File: config.mk
export PLATFORM = sky130hd
export DESIGN_NAME = channel_serializer
export DESIGN_NICKNAME = d
export VERILOG_FILES = /design/src/rtl/channel_serializer.sv
export SDC_FILE = /design/constraint.sdc
export NUM_CORES = 1
export LEC_CHECK = 0
export ABC_AREA = 1
export CAP_MARGIN = 20
export CORE_ASPECT_RATIO = 1.5
export CORE_MARGIN = 1
export CORE_UTILIZATION = 45
export CTS_BUF_LIST = sky130_fd_sc_hd__clkbuf_4 sky130_fd_sc_hd__clkbuf_8
export DETAILED_ROUTE_END_ITERATION = 12
export GPL_TIMING_DRIVEN = 0
export PLACE_DENSITY_LB_ADDON = 0.15
export SETUP_SLACK_MARGIN = 0.15
export SKIP_CTS_REPAIR_TIMING = 1
export SLEW_MARGIN = 20
export SYNTH_ARGS = -nofsm -noshare
export SYNTH_HDL_FRONTEND = slang
export SYNTH_SLANG_ARGS = --single-unit
File: constraint.sdc
create_clock -name clock_i -period 2.1 [get_ports clock_i]
set_clock_uncertainty 0.15 [all_clocks]
set_input_delay 0.42 -clock clock_i [delete_from_list [all_inputs] [get_ports clock_i]]
set_output_delay 0.42 -clock clock_i [all_outputs]
set_load 0.1 [all_outputs]
File: src/rtl/channel_serializer.sv
// channel_serializer
//   Accepts one CHANNELS-wide signed activation vector per slave handshake and
//   replays it as CHANNELS single-activation beats on the master stream,
//   channel 0 first, tagged with its channel index and a last flag.
//
// Ports
//   clock_i           clock, all state on posedge
//   reset_i           asynchronous active-low reset
//   slave_valid_i     input vector valid
//   slave_ready_o     input vector accepted when valid & ready
//   slave_data_i      packed vector, element [0] is emitted first
//   master_valid_o    output beat valid
//   master_ready_i    downstream accepts beat
//   master_data_o     activation of the current channel
//   master_channel_o  channel index of the current beat
//   master_last_o     high on the beat carrying channel CHANNELS-1
module channel_serializer #(
  parameter  int unsigned CHANNELS         = 3,
  parameter  int unsigned ACTIVATION_WIDTH = 8,
  localparam int unsigned INDEX_WIDTH      = (CHANNELS > 1) ? $clog2(CHANNELS) : 1
) (
  input  logic                                         clock_i,
  input  logic                                         reset_i,
  input  logic                                         slave_valid_i,
  output logic                                         slave_ready_o,
  input  logic [0:CHANNELS-1][ACTIVATION_WIDTH-1:0]    slave_data_i,
  output logic                                         master_valid_o,
  input  logic                                         master_ready_i,
  output logic signed [ACTIVATION_WIDTH-1:0]           master_data_o,
  output logic [INDEX_WIDTH-1:0]                       master_channel_o,
  output logic                                         master_last_o
);

  typedef enum logic {
    EMPTY  = 1'b0,
    LOADED = 1'b1
  } state_e;

  localparam logic [INDEX_WIDTH-1:0] LAST_INDEX = INDEX_WIDTH'(CHANNELS - 1);

  state_e                                      state_q, state_d;
  logic [0:CHANNELS-1][ACTIVATION_WIDTH-1:0]   buffer_q, buffer_d;
  logic [INDEX_WIDTH-1:0]                      index_q, index_d;

  logic loaded;
  logic at_last;
  logic slave_hs;
  logic master_hs;

  assign loaded  = (state_q == LOADED);
  assign at_last = (index_q == LAST_INDEX);

  // Master side is decoded purely from registers; the only combinational
  // path through the block is master_ready_i -> slave_ready_o, which lets a
  // new vector load on the same edge the last beat leaves.
  assign master_valid_o   = loaded;
  assign master_channel_o = index_q;
  assign master_last_o    = loaded && at_last;
  assign slave_ready_o    = !loaded || (master_ready_i && master_last_o);

  assign slave_hs  = slave_valid_i && slave_ready_o;
  assign master_hs = master_valid_o && master_ready_i;

  always_comb begin
    master_data_o = '0;
    for (int unsigned i = 0; i < CHANNELS; i++) begin
      if (index_q == INDEX_WIDTH'(i)) begin
        master_data_o = buffer_q[i];
      end
    end
  end

  always_comb begin
    state_d  = state_q;
    buffer_d = buffer_q;
    index_d  = index_q;
    unique case (state_q)
      EMPTY: begin
        if (slave_hs) begin
          buffer_d = slave_data_i;
          index_d  = '0;
          state_d  = LOADED;
        end
      end
      LOADED: begin
        if (master_hs) begin
          if (at_last) begin
            index_d = '0;
            if (slave_hs) begin
              buffer_d = slave_data_i;
            end else begin
              state_d = EMPTY;
            end
          end else begin
            index_d = index_q + INDEX_WIDTH'(1);
          end
        end
      end
      default: state_d = EMPTY;
    endcase
  end

  always_ff @(posedge clock_i or negedge reset_i) begin
    if (!reset_i) begin
      state_q  <= EMPTY;
      buffer_q <= '0;
      index_q  <= '0;
    end else begin
      state_q  <= state_d;
      buffer_q <= buffer_d;
      index_q  <= index_d;
    end
  end

endmodule

Word-level counts from Yosys, hierarchy flattened
Index checks and enable logic that the tools add are counted.
{"block": "classes", "n_addsub": 1, "n_eq_ne": 5, "mux": 15, "bitwise_logic": 1, "n_reduce_logical": 9}
{"operator": "2-to-1 mux 24 bit", "n": 3}
{"operator": "one-hot mux 24 bit (2 select lines)", "n": 1}
{"operator": "2-to-1 mux 8 bit", "n": 3}
{"operator": "2-to-1 mux 2 bit", "n": 3}
{"operator": "logical AND 1 bit", "n": 4}
{"operator": "!= test 2 x 1 -> 1 bit, second input constant", "n": 2}
{"operator": "one-hot mux 2 bit (2 select lines)", "n": 1}
{"operator": "AND reduction 2 bit", "n": 2}
{"operator": "2-to-1 mux 1 bit", "n": 3}
{"operator": "adder 2 x 1 -> 2 bit, second input constant", "n": 1}
{"operator": "equality test 2 x 1 -> 1 bit, second input constant", "n": 1}
{"operator": "equality test 2 bit, second input constant", "n": 1}
{"operator": "logical NOT 2 bit", "n": 1}
{"operator": "!= test 2 bit, second input constant", "n": 1}
{"operator": "one-hot mux 1 bit (2 select lines)", "n": 1}
{"operator": "logical NOT 1 bit", "n": 1}
{"operator": "logical OR 1 bit", "n": 1}
{"operator": "NOT 1 bit", "n": 1}
{"block": "word_totals", "regBits": 27, "inputBits": 28, "out_inout_bits": 13, "wordCells": 36}

Depth between registers and ports, before layout
Gate-level depths: netlist of run 1.
{"block": "logic_depth", "depth_word": 9, "mapped_depth": 7, "mapped_depth_nobuf": 6}

Least setup slack after synthesis of run 1
No wires, ideal clock.
{"block": "synth_timing", "kind": "reg2out", "startpoint": "reg index_q[0], in the netlist master_channel_o[0]", "endpoint": "out master_data_o[0]", "t_arrival_ps": 2266, "required_ps": 1530, "setup_slack_ps": -736, "path_stages_with_launch": 5, "n_path_buf": 0, "cell_sequence": "dfrtp_1 -> inv_1 -> nor2_2 -> nand2_1 -> nand3_1"}
{"block": "synth_between", "elab_chain_len": 4, "word_cells_on_any_way": 6, "cone_classes": "2 x eq/ne; 3 x mux; 1 x reduce/logical"}
{"element": "start: declaration", "line_no": "43", "source": "logic [INDEX_WIDTH-1:0] index_q, index_d;"}
{"element": "start signal: assignment", "line_no": "111", "source": "index_q <= index_d;"}
{"element": "logical NOT 2 bit", "line_no": "67", "source": "if (index_q == INDEX_WIDTH'(i)) begin"}
{"element": "2-to-1 mux 8 bit (2 in series)", "line_no": "67"}
{"element": "2-to-1 mux 8 bit *", "line_no": "67"}
{"element": "end: declaration", "line_no": "29", "source": "output logic signed [ACTIVATION_WIDTH-1:0] master_data_o,"}
Every way passes the cells marked *; elsewhere a longest branch is shown, timed or not.

Worst setup path after layout of run 1
{"block": "layout_timing", "startpoint": "reg index_q[1], in the netlist master_channel_o[1]", "endpoint": "out master_data_o[3]"}
The elaborated chain is that of the path after synthesis.

==> results of run 1 <==
logic make-up (layout without fill, tap and decap cells):
group                  Yosys count  count (layout)  share of synthesized area (%)
DFF                             27              27                           53.7
and+or+nand+nor                115             117                           40.0
AOI/OAI and AO/OA                3               3                           1.19
buffers and inverters           10              57                           5.07
cells in the mapped netlist:
cell / count
and3_1: 1
buf_2: 3
buf_4: 2
buf_6: 2
dfrtp_1: 27
inv_1: 3
nand2_1: 74
nand2_4: 2
nand3_1: 34
nand3_2: 1
nor2_1: 1
nor2_2: 2
o21ai_0: 3
registers in the layout, indices dropped and copies added, names as in the netlist:
register	flops
master_channel_o	2
master_valid_o	1
buffer_q	24
worst paths after layout:
check | from | endpoint | slack (ps) | cells after the start
worst min-delay path | reset_i | master_channel_o[1] | -8 | 1
worst max register to register | master_channel_o[0] | buffer_q[11] | 520 | 8
min in group clock_i | slave_valid_i | master_valid_o | 330 | 3
worst min register to register | buffer_q[20] | buffer_q[20] | 330 | 2
worst max-delay path | master_channel_o[1] | master_data_o[3] | 40 | 4
max in group asynchronous | reset_i | master_channel_o[0] | 1370 | 1
final cells by class:
type	count	area (um2)	area share [%]
Multi-Input combinational cell	120	717	34.3
Sequential cell	27	684	32.8
Timing Repair Buffer	43	514	24.6
Buffer	7	60.1	2.87
Clock buffer	4	48.8	2.34
Tap cell	37	46.3	2.22
Inverter	3	18.8	0.898
per-stage QoR:
step | TNS (ps) | hold slack [ps]
2_1_floorplan | 0 | -25.6
3_3_place_gp | -7230 | 304
3_5_place_dp | -7390 | 308
4_1_cts | -10990 | 18.5
5_1_grt | -71.2 | 33.6
6_report | 0 | -7.61
routing by layer:
metal  GRT usage, %  vias up  wire, um
li1               -      600         -
met1           26.4      564      1240
met2           41.8       30      1930
met3           3.25        2        83
met4           7.58        0        25
met5              0        -         0
==> run metrics, run 1 <==
drt first pass iters=4; RSZ-0062 raised after global routing=yes; Hold Fails Final Rpt=10; die footprint=0.00301 mm2; mapped cell area=around 0.0013 mm2; largest cells by area after synthesis=dfrtp_1 (54%), nand2_1 (22%), nand3_1 (14%); I/O Buffers=39; vias=between 1000 and 1500; Max-cap violations=0; ANT cells=0; std cell rows=23; Nets=roughly 230; Setup CP Type=flip-flop to output pin; H-tree depth reported by CTS=1; # IOs=~40; share of layout cells above drive strength 1=between 30% and 40%; Final min period=between 2000 and 2500 ps; fmax=486 MHz; largest area contributor in the netlist=dfrtp_1; commonest cells after routing, fill and taps aside=nand2_1 (59), nand3_1 (26), dfrtp_1 (24), clkdlybuf4s50_1 (24), nand2_2 (11); worst path cell trace=nor2_4 -> nand2_1 -> nand3_4 -> buf_12; vias in the first global route=between 1000 and 1500; total global routing overflow=0; DRT iter0 DRCs=27; Slew headroom=around 60%; core area=roughly 0.0027 mm2; worst skew pair latency=270 ps; Setup crit start kind=flip-flop; GRT Overall Usage=23.0%; Inst Count DP=around 230; Final period util=between 90% and 100%; Die Width=45.2 um; RePlAce Congestion=just over 0.8; initial antenna violation count=0; Layout fillers=between 150 and 200; DRC errors left=0; dpl ws=-1020 ps; failing checks=hold timing; synth unique cells=13; Vias per Instance=about 5.0; status=complete, but fails checks; post-route cell area=roughly 0.0021 mm2; drt total wl=3270 um; Critical-path top delay cell=dfrtp_4; Setup violations, final=0; Starting Density=a little under half; CTS Root Buffer Type=clkbuf_8; Post-DP Area=about 0.0018 mm2; Num Clock Sinks=27; clock buffer depth=2; average wire per standard cell=roughly 14 um; Final WS setup=42.3 ps; Syn Inst Count=~160; worst-margin pin slew=between 500 and 600 ps; synthesized area per cell=roughly 8 um2; Worst Hold Slack=-7.61 ps; CP top delay family=flip-flops; CP max FO=8; Final Slew Violations=0; first-pass GRT wire length=just over 5000 um; min-delay worst type=primary input to async pin; Yosys reg bits=27; CTS tree=yes; final core occ=78.1%; Num CTS Buffers=3; syn_nets=between 150 and 200; commonest non-fill, non-tap cell in the layout=nand2_1; CP Buf/Inv Count=1; Layout area overhead=66.2%; hpwl dp=~2200 um; non-filler cells, final=between 200 and 250; clk slew on worst S/H paths=about 90 ps; DRT antenna net count=0; register area share after synthesis=a little over half; element type at the critical path end=output pin; largest net degree at the start of global routing=28; Die Height=approximately 67 um; Syn. warnings=0; max incr delay on CP=580 ps; Critical Path AT=between 1000 and 1500 ps; share of the synthesized area in the top cell type=~54%; Worst EP required=1530 ps
Power of run 1 is not shown: default switching activity piles up to over one toggle a cycle in this logic, so the estimate is an artifact.
==> run 2: changes to the inputs <==
--- a/config.mk
+++ b/config.mk
@@ -6,6 +6,7 @@
 export NUM_CORES = 1
 export LEC_CHECK = 0
 export ABC_AREA = 1
+export ABC_CLOCK_PERIOD_IN_PS = 2100
 export CAP_MARGIN = 20
 export CORE_ASPECT_RATIO = 1.5
 export CORE_MARGIN = 1
==> results of run 2 <==
Same layout as run 1: the final DEF is identical, and so are final timing and power.
Power of run 2 is left out for the same reason.
